$ cat src/rtl/inst_fetch_pkg.sv
// Shared types and constants for the instruction fetch stage and its queue.
package inst_fetch_pkg;

    typedef logic [31:0] addr_t;
    typedef logic [31:0] word_t;

    localparam word_t ZERO         = '0;
    localparam addr_t NULL_PTR     = '0;
    localparam int    INST_QUEUE_W = 3;

    typedef enum logic {
        S_REQ  = 1'b0,
        S_RESP = 1'b1
    } fetch_state_e;

    typedef struct packed {
        word_t inst;
        addr_t pc;
    } qentry_t;

endpackage

$ cat src/rtl/inst_fetch_queue.sv
// Circular instruction queue: up to two in-order writes and one fall-through read per cycle.
module inst_fetch_queue
    import inst_fetch_pkg::*;
#(
    parameter int QW = INST_QUEUE_W
) (
    input  logic          clk,
    input  logic          rst,
    input  logic          en,
    input  logic          flush,
    input  logic [1:0]    enq_n,
    input  qentry_t       enq0,
    input  qentry_t       enq1,
    input  logic          deq_ready,
    output logic          deq_valid,
    output qentry_t       deq_entry,
    output logic [QW:0]   count
);
    localparam int DEPTH = 2 ** QW;
    localparam logic [QW-1:0] ONE = 1;

    qentry_t        mem [DEPTH];
    logic [QW-1:0]  head;
    logic [QW-1:0]  tail;
    logic           pop;

    assign deq_valid = (count != '0);
    assign deq_entry = mem[head];
    assign pop       = deq_valid && deq_ready;

    always_ff @(posedge clk) begin
        if (rst) begin
            head  <= '0;
            tail  <= '0;
            count <= '0;
            for (int i = 0; i < DEPTH; i++) mem[i] <= '{inst: ZERO, pc: NULL_PTR};
        end else if (en) begin
            if (flush) begin
                // A redirect drops everything: queued entries, this cycle's pop and any enqueue.
                head  <= '0;
                tail  <= '0;
                count <= '0;
            end else begin
                if (enq_n != 2'd0) mem[tail] <= enq0;
                if (enq_n == 2'd2) mem[tail + ONE] <= enq1;
                tail  <= tail + QW'(enq_n);
                if (pop) head <= head + ONE;
                count <= count + (QW+1)'(enq_n) - (QW+1)'(pop);
            end
        end
    end

endmodule

$ cat src/rtl/inst_fetch.sv
// Fetch stage: PC register and two-state request/response FSM issuing paired cache lookups.
module inst_fetch
    import inst_fetch_pkg::*;
#(
    parameter int    QUEUE_WIDTH = INST_QUEUE_W,
    parameter addr_t RESET_PC    = 32'h0
) (
    input  logic        clk,
    input  logic        rst,
    input  logic        rdy,
    input  logic        redirect_valid,
    input  addr_t       redirect_pc,
    output logic        en_rx,
    output addr_t       pcx,
    input  logic        hitx,
    input  word_t       instx,
    output logic        en_ry,
    output addr_t       pcy,
    input  logic        hity,
    input  word_t       insty,
    input  logic        deq_ready,
    output logic        deq_valid,
    output word_t       deq_inst,
    output addr_t       deq_pc
);
    localparam int QUEUE_DEPTH = 2 ** QUEUE_WIDTH;
    // Issue only when two slots are free, so a double hit can never overflow.
    localparam logic [QUEUE_WIDTH:0] FREE_LIM = (QUEUE_WIDTH+1)'(QUEUE_DEPTH - 2);

    fetch_state_e           state;
    addr_t                  pc;
    logic [QUEUE_WIDTH:0]   count;
    logic [1:0]             enq_n;
    qentry_t                head_entry;

    assign pcx   = pc;
    assign pcy   = pc + 32'd4;
    assign en_rx = (state == S_REQ) && (count <= FREE_LIM);
    assign en_ry = en_rx;

    always_comb begin
        enq_n = 2'd0;
        if (state == S_RESP && hitx) enq_n = hity ? 2'd2 : 2'd1;
    end

    always_ff @(posedge clk) begin
        if (rst) begin
            pc    <= RESET_PC;
            state <= S_REQ;
        end else if (rdy) begin
            if (redirect_valid) begin
                pc    <= redirect_pc;
                state <= S_REQ;
            end else begin
                case (state)
                    S_REQ: if (en_rx) state <= S_RESP;
                    S_RESP: begin
                        state <= S_REQ;
                        // A port X miss keeps pc so the same line is re-requested until refilled.
                        if (hitx) pc <= pc + (hity ? 32'd8 : 32'd4);
                    end
                    default: state <= S_REQ;
                endcase
            end
        end
    end

    inst_fetch_queue #(.QW(QUEUE_WIDTH)) u_queue (
        .clk       (clk),
        .rst       (rst),
        .en        (rdy),
        .flush     (redirect_valid),
        .enq_n     (enq_n),
        .enq0      ('{inst: instx, pc: pc}),
        .enq1      ('{inst: insty, pc: pcy}),
        .deq_ready (deq_ready),
        .deq_valid (deq_valid),
        .deq_entry (head_entry),
        .count     (count)
    );

    assign deq_inst = head_entry.inst;
    assign deq_pc   = head_entry.pc;

endmodule
$ cat config.mk
export PLATFORM = sky130hd
export DESIGN_NAME = inst_fetch
export DESIGN_NICKNAME = d
export VERILOG_FILES = /design/src/rtl/inst_fetch_pkg.sv /design/src/rtl/inst_fetch_queue.sv /design/src/rtl/inst_fetch.sv
export SDC_FILE = /design/constraint.sdc
export NUM_CORES = 1
export LEC_CHECK = 0
export CAP_MARGIN = 25
export CORE_UTILIZATION = 43
export DETAILED_ROUTE_END_ITERATION = 12
export PLACE_DENSITY = 0.63
export SLEW_MARGIN = 20
export SYNTH_ARGS = -nofsm -noshare
export SYNTH_HDL_FRONTEND = slang
export SYNTH_SLANG_ARGS = --single-unit
$ cat constraint.sdc
create_clock -name clk -period 8.52 [get_ports clk]
set_input_delay 1.704 -clock clk [delete_from_list [all_inputs] [get_ports clk]]
set_output_delay 1.704 -clock clk [all_outputs]
set_load 0.1 [all_outputs]
# Word-level counts from Yosys, hierarchy flattened
# Memory sizes are Yosys's and may differ from the RTL's. A register that Yosys moved wholly into a read port is not among the register bits.
# Cells that the tools add are included.
[totals]
register_bits = 43
mem_bits_rw = 512
input_bits = 103
output_inout_bits = 131
mem_count = 1
[classes]
addsub = 7
order_cmp = 1
eq_ne = 1
mux = 33
bitwise_logic = 1
n_reduce_logical = 12
[memory_table]
columns = ["memory", "words", "word_bits", "read_ports", "rd_clocked_by_memory_dff", "wr", "line", "source"]
rows = [
  ["u_queue.mem", 8, 64, 1, 1, 8, "inst_fetch_queue.sv:22", "qentry_t mem [DEPTH];"],
]
[op_table]
columns = ["cell", "n"]
rows = [
  ["two-way mux 64 bit", 2],
  ["OR reduction 64 bit", 2],
  ["two-way mux 32 bit", 3],
  ["adder 32 x 3 -> 32 bit (second input constant)", 1],
  ["adder 32 x 4 -> 32 bit", 1],
  ["two-way mux 3 bit", 7],
  ["two-way mux 1 bit", 16],
  ["two-way mux 4 bit", 2],
  ["nonzero test 2 bit", 4],
  ["adder 3 x 1 -> 3 bit (second input constant)", 2],
  ["adder 4 x 2 -> 4 bit", 1],
  ["<= comparator 4 x 3 -> 1 bit (second input constant)", 1],
  ["two-way mux 2 bit", 2],
  ["nonzero test 4 bit", 1],
  ["subtractor 4 x 1 -> 4 bit", 1],
  ["adder 3 x 2 -> 3 bit", 1],
  ["logical AND 1 bit", 3],
  ["AND reduction 3 bit", 1],
  ["== test 2 bit (second input constant)", 1],
  ["case mux 1 bit (2 select lines)", 1],
  ["AND reduction 2 bit", 1],
  ["inverter 1 bit", 1],
]

# Depth between registers and ports, before layout
# Gate-level depths: netlist (run 1).
[depth]
depth_word = 10
depth_mapped = 12
depth_no_buf = 11

# Hierarchy
# From an unflattened synthesis (run 1), not the netlist that was laid out.
[unflattened]
hier_cells = 2028
area_unflattened_um2 = 29115.4
[modules_own_cells]
columns = ["mod", "n_inst", "cells_each", "area_per_inst_um2", "seq_area_each_um2"]
rows = [
  ["inst_fetch_queue", 1, 1653, 26300.2, 15635.0],
  ["inst_fetch", 1, 375, 2815.2, 660.6],
]

# Worst setup path before layout (run 1)
# Ideal clock, no wire load.
[synth_path]
path_kind = "register -> output"
startpoint = "register pc[3], in the netlist pcx[3]"
endpoint = "output pcy[20]"
t_arrival_ns = 3.997
required_time_ns = 6.816
setup_slack_ns = 2.819
path_stages_with_launch = 7
cell_sequence = "dfxtp_1 > ha_1 > nand3_2 > or3_1 > or3_1 > buf_2 > xnor2_1"
[synth_between]
elab_chain_cells = 1
[synth_lines]
columns = ["element", "line", "source"]
rows = [
  ["start, declared", "inst_fetch.sv:31", "addr_t pc;"],
  ["start signal, assigned", "inst_fetch.sv:52", "pc <= redirect_pc;"],
  ["start signal, assigned", "inst_fetch.sv:60", "if (hitx) pc <= pc + (hity ? 32'd8 : 32'd4);"],
  ["adder 32 x 3 -> 32 bit", "inst_fetch.sv:37", "assign pcy = pc + 32'd4;"],
  ["end, declared", "inst_fetch.sv:18", "output addr_t pcy,"],
]
# Every way passes these cells.

# Worst setup path after layout (run 1)
[layout_path]
startpoint = "register pc[2], in the netlist pcx[2]"
endpoint = "output pcy[20]"
# Same word-level chain as after synthesis.

==> impl_metrics.csv, run 1 <==
group,metric,value,unit
outcome,status,"finished, final reports clean",
global_routing,antenna_found_initial,1,
logic_synthesis,synthFlopType,"edfxtp_1",
power_and_ir_drop,pwr-share-clk,41.2,%
clocking,root_buffer,"clkbuf_16",
global_routing,grt_pass1_wl,141000,µm
critical_path,startpoint_type,"flip-flop",
drt,vias,22400,
global_routing,track_usage,27.1,%
logic_synthesis,synth_cell_types,71,
logic_synthesis,synth_area,0.0297,mm²
drt,viasPerCell,6.59,
logic_synthesis,yosys.cell_count.top_type,"edfxtp_1",
finish,nets,2580,
power_and_ir_drop,power.leakage,11.3,nW
die,core_area,0.0685,mm²
logic_synthesis,netlist_instances,2432,
power_and_ir_drop,p_int,0.00483,W
drt,dr.pass1.iters,9,
finish,fin_area,0.0344,mm²
sta,fmax,0.146,GHz
power_and_ir_drop,p_switching,0.00165,W
critical_path,worst_ep_required_time,6.82,ns
place,gp_congestion,0.857,
finish,fillers,5819,
place,placed_cells,3280,
power_and_ir_drop,power_density,188,mW/mm²
clocking,clock-sinks,558,
logic_synthesis,synth_area_per_cell,12.2,µm²
logic_synthesis,synthTopCellsByArea,"edfxtp_1 52%, mux4_2 9.7%, a22o_1 7.6%",
critical_path,arrival,5.17,ns
hold_path,hold_class,"flip-flop to flip-flop",
clocking,cts_setup_buffers,0,
clocking,ctsResizeCount,0,
clocking,postCtsHoldBufs,0,
die,die_h,265,µm
sta,setup_violations,0,
sta,slew_headroom,24.6,%
die,initial_core_util,43.4,%
power_and_ir_drop,seqPwrFrac,48.6,%
place,port_buffers,233,
logic_synthesis,synth-async-reset-ratio,0,%
logic_synthesis,synth_nets,2551,
critical_path,critical-path-slowest-cell,"clkdlybuf4s50_1",
logic_synthesis,yosysSeqAreaShare,54.8,%
power_and_ir_drop,p_comb_share,10.2,%
sta,tightest_slew,1.12,ns
finish,fin_cells,3394,
sta,hold_viol_final,0,
logic_synthesis,synth_seq_cells,558,
sta,period_minus_slack,6.87,ns
critical_path,cpMostUsedCell,"or3_1",
place,pre_cts_ws,2.11,ns
clocking,cts_tree,"yes",
finish,drive_above_1_share,15.6,%
place,dp_hpwl,55500,µm
drt,final_antenna_net_count,0,
finish,area_growth,15.8,%
clocking,clk_pin_slew_worst_paths,0.06,ns
global_routing,grt_pass1_vias,21600,
critical_path,worst-path-max-fanout,24,
drt,drt_iter0_markers,2570,
sta,period_share,80.7,%
sta,setup-tns-final,0,ns
logic_synthesis,netlist.area_leader.share,51.7,%
drt,routed_wl,97500,µm
power_and_ir_drop,peakVddDrop,0.000195,V
clocking,h-tree-depth,2,
logic_synthesis,synth_commonest_cells,"512 x edfxtp_1, 257 x a22o_1, 248 x nand2_1",
die,die-area,0.0702,mm²
clocking,cts_made_buffers,59,
clocking,insertion_delay,0.65,ns
critical_path,cp_slowest_stage_delay,1.16,ns
logic_synthesis,yosys.area.top_type,"edfxtp_1",
logic_synthesis,synth-edff-count,512,
critical_path,end_kind,"output port",
sta,skew,0.0279,ns
sta,fin_ws,1.65,ns
place,place_area,0.0324,mm²
die,row_count,96,
drt,drt-wirelength-per-cell,28.7,µm
global_routing,grt.overflow.total,0,
sta,grt_setup_unrepaired,"false",
critical_path,critical_path_class,"flip-flop to output port",
die,die_w,265,µm
die,pin_count,234,
global_routing,grt_max_degree,107,
job,drv_cap,0,
clocking,clockBufferDepth,3,
logic_synthesis,yosysWarnings,0,
sta,slew_violations,0,
power_and_ir_drop,swShare,25.5,%
drt,drc,0,
critical_path,crit_chain,"ha_1 > nand3_2 > or3_1 > or3_1 > xnor2_1 > clkdlybuf4s50_1",
==> state kept, by name, summed over array words and instances (netlist names), named ones only <==
signal,cells
pcx,32
u_queue.mem,512
u_queue.count,4
u_queue.tail,3
u_queue.head,3
state,1
==> worst paths after layout <==
path / to / slack [ns] / cells past startpoint / start
max: pcy[20] / 1.65 / 6 / pcx[2]$_SDFFE_PP0P_
max reg2reg: u_queue.mem[0][39]$_DFFE_PP_ / 4.23 / 6 / state$_SDFFE_PP0P_
min: u_queue.count[3]$_SDFFE_PP0P_ / 0.46 / 2 / u_queue.count[3]$_SDFFE_PP0P_
min reg2reg: u_queue.count[3]$_SDFFE_PP0P_ / 0.46 / 2 / u_queue.count[3]$_SDFFE_PP0P_
==> cell type report <==
class / instances / area, µm² / share of cell area [%]
Inverter: 31 / 116 / 0.338
Tap cell: 882 / 1100 / 3.21
Sequential cell: 558 / 16300 / 47.4
Antenna cell: 1 / 2.50 / 0.00727
Multi-Input combinational cell: 1522 / 12100 / 35.2
Clock inverter: 38 / 439 / 1.28
Clock buffer: 73 / 1530 / 4.44
Timing Repair Buffer: 289 / 2800 / 8.13
==> metal layers <==
| layer | routed length [µm] | track usage (%) | part of all wire (%) | up-vias |
|---|---|---|---|---|
| met5 | 0 | 0 | 0 | - |
| met4 | 3220 | 9.78 | 3.3 | 0 |
| met3 | 10700 | 4.58 | 11 | 222 |
| met2 | 46200 | 44.4 | 47 | 1429 |
| met1 | 37500 | 36.4 | 38 | 11200 |
| li1 | - | - | - | 9535 |
==> worst max-delay path: cells and delay by family, from the launching register on <==
family | cells | cell delay (ns)
and+or+nand+nor | 3 | 1.63
DFF | 1 | 0.87
buffers and inverters | 1 | 1.16
adders and majority gates | 1 | 0.61
xor gates and xnor gates | 1 | 0.23
==> power by group through the flow <==
stage	combinational (W)	sequential, W	clock (W)
after CTS	0.000661	0.00315	0.00269
after global routing	0.000689	0.00316	0.00278
after detailed placement	0.000658	0.00321	0
final	0.000662	0.00315	0.00267
after floorplan	0.000431	0.00322	0
after global placement	0.000652	0.00320	0
==> placed cells by master (no fill, tap or decap), drive strengths merged, types with 3 or more instances in the layout <==
cell type and instances:
dfxtp 46, a21boi 10, o21a 7, edfxtp 512, a31oi 118, or3 24, mux2 64, clkdlybuf4s50 232
a32oi 8, clkinv 27, clkbuf 73, nand3b 4, o21ai 151, nor2b 6, buf 57, o31ai 26
and2 21, nor4 20, o22ai 20, a22o 257, a211oi 3, nand2b 6, o21bai 4, a21oi 144
bufinv 9, inv 32, nor3 23, nand2 249, ha 13, mux2i 4, xnor2 29, a22oi 18
xor2 15, nor2 75, fa 3, nand4 24, nand3 27, nand4b 3, mux4 128
==> per-stage QoR <==
stage          hold slack, ns  utilization [%]  power, W
3_3_place_gp            0.439             47.3   0.00385
3_5_place_dp            0.443             47.3   0.00386
2_1_floorplan           0.420                -   0.00365
5_1_grt                 0.504             50.3   0.00662
6_report                0.461             50.3   0.00649
4_1_cts                 0.460             50.2   0.00650
==> cell families after synthesis <==
kind of cell	after synthesis	share of synthesized area, %
mux	196	12.3
fa+ha+maj	16	0.749
buf+inv	352	4.96
xor+xnor	44	1.35
compound gates	779	17.8
flops	558	54.8
simple gates	487	8.11
(Power assumes the default switching activity.)
==> run 2: changes to the inputs <==
==> constraint.sdc (replaced) <==
create_clock -name clk -period 6.9 [get_ports clk]
set_input_delay 1.38 -clock clk [delete_from_list [all_inputs] [get_ports clk]]
set_output_delay 1.38 -clock clk [all_outputs]
set_load 0.1 [all_outputs]
==> impl_metrics.csv, run 2 (synthesis results as in run 1) <==
group,metric,value,unit
die,row_count,96,
global_routing,top_usage_layer,"met2",
critical_path,arrival,4.59,ns
die,pin_count,234,
sta,fmax,0.167,GHz
place,dp_hpwl,57200,µm
hold_path,hold_class,"flip-flop to flip-flop",
critical_path,cp.buffers_inverters,1,
sta,hold_viol_final,0,
finish,mostFrequentLayoutCells,"512 x edfxtp_1, 257 x a22o_1, 248 x nand2_1",
sta,period_minus_slack,5.97,ns
finish,layout_commonest_cell,"edfxtp_1",
job,drv_cap,0,
sta,slew_headroom,25.2,%
outcome,status,"finished, final reports clean",
global_routing,met1_usage,37.2,%
finish,area_growth,16.5,%
clocking,postCtsHoldBufs,0,
sta,period_share,86.6,%
place,pre_cts_ws,1.47,ns
drt,viasPerCell,6.57,
finish,num_antenna_cells,0,
place,gp_congestion,0.850,
clocking,h-tree-depth,2,
clocking,insertion_delay,0.64,ns
place,port_buffers,233,
critical_path,critical_path_class,"flip-flop to output port",
clocking,cts_made_buffers,60,
global_routing,grt_pass1_vias,22000,
clocking,cts_setup_buffers,0,
drt,drt_iter0_markers,3343,
sta,skew,0.0230,ns
global_routing,track_usage,27.1,%
sta,setup-tns-final,0,ns
critical_path,worst-path-max-fanout,24,
power_and_ir_drop,power.leakage,11.5,nW
critical_path,worst_ep_required_time,5.52,ns
die,core_area,0.0685,mm²
global_routing,met3_usage,6.02,%
power_and_ir_drop,power_density,233,mW/mm²
global_routing,grt_max_degree,67,
sta,setup_violations,0,
die,die_w,265,µm
clocking,ctsResizeCount,0,
drt,final_antenna_net_count,0,
power_and_ir_drop,peakVddDrop,0.000208,V
drt,dr.pass1.iters,8,
die,die_h,265,µm
sta,fin_ws,0.926,ns
critical_path,startpoint_type,"flip-flop",
global_routing,grt.overflow.total,0,
die,die-area,0.0702,mm²
clocking,cts_tree,"yes",
drt,routed_wl,97000,µm
critical_path,crit_chain,"nand4_2 > nor4_1 > nand2_1 > xnor2_1 > clkdlybuf4s50_1",
sta,tightest_slew,1.12,ns
finish,regMostFlops,"u_queue.mem",
critical_path,critical-path-slowest-cell,"clkdlybuf4s50_1",
critical_path,cpLargestDelayFamily,"simple AND/OR/NAND/NOR gates",
clocking,clockBufferDepth,3,
global_routing,grt_pass1_wl,142000,µm
clocking,root_buffer,"clkbuf_16",
finish,drive_above_1_share,16.9,%
drt,drc,0,
clocking,clock-sinks,558,
finish,nets,2602,
finish,fillers,5720,
critical_path,end_kind,"output port",
die,initial_core_util,43.4,%
sta,grt_setup_unrepaired,"false",
drt,vias,22400,
finish,largest_reg_flops,512,
drt,drt-wirelength-per-cell,28.4,µm
sta,slew_violations,0,
critical_path,cp_slowest_stage_delay,1.18,ns
clocking,clk_pin_slew_worst_paths,0.06,ns
finish,fin_util,50.6,%
global_routing,grt_use_met2,42.6,%
global_routing,antenna_found_initial,0,
run 2: changes by cell type in the layout (fill, tap and decap cells not counted), moves of 2 or more:
| cell | delta |
|---|---|
| buf_8 | +2 |
| clkinv_2 | +3 |
| clkbuf_1 | -3 |
| clkdlybuf4s50_1 | -8 |
| buf_12 | +2 |
| clkinv_1 | -2 |
| buf_4 | +25 |
run 2: per-layer routing:
metal,share of wire [%],vias up
li1,-,9580
met1,39,11200
met2,46,1512
met3,12,197
met4,2.9,0
met5,0,-
run 2: area by class of cell:
class,count,area [µm²],share of cell area [%]
clock buffer,71,1540,4.45
clock inverter,41,480,1.39
inverter,31,116,0.336
multi-input combinational,1522,12100,35.0
sequential,558,16300,47.1
tap,882,1100,3.19
timing repair buffer,310,2960,8.53
run 2: worst register-to-register path: stages, from the launching register on:
cell and delay, ns:
dfxtp_1 0.42, and4b_1 0.71, nand2_1 0.66, nor2_4 0.74, or3_4 0.38, buf_12 0.39
run 2: metrics by stage:
stage / hold slack, ns / area [µm²] / total power, W / std cells
floorplan: 0.420 / 29700 / 0.00451 / 2432
global placement: 0.435 / 32500 / 0.00476 / 3299
detailed placement: 0.444 / 32600 / 0.00478 / 3301
CTS: 0.459 / 34600 / 0.00810 / 3413
global route: 0.491 / 34600 / 0.00828 / 3415
finish: 0.459 / 34600 / 0.00808 / 3415
run 2: path summary, 6_finish.rpt:
kind / startpoint / to / slack, ns / depth (start not counted)
hold / removal: u_queue.count[3]$_SDFFE_PP0P_ / u_queue.count[3]$_SDFFE_PP0P_ / 0.46 / 2
setup reg to reg: state$_SDFFE_PP0P_ / u_queue.mem[3][51]$_DFFE_PP_ / 3.22 / 5
setup / recovery: pcx[17]$_SDFFE_PP0P_ / pcy[27] / 0.93 / 5
hold reg to reg: u_queue.count[3]$_SDFFE_PP0P_ / u_queue.count[3]$_SDFFE_PP0P_ / 0.46 / 2
run 2: report_power, final:
part / switching, W / internal, W
clock network: 0.00139 / 0.00197
registers: 0.0000607 / 0.00381
logic: 0.000596 / 0.000249
total: 0.00205 / 0.00603
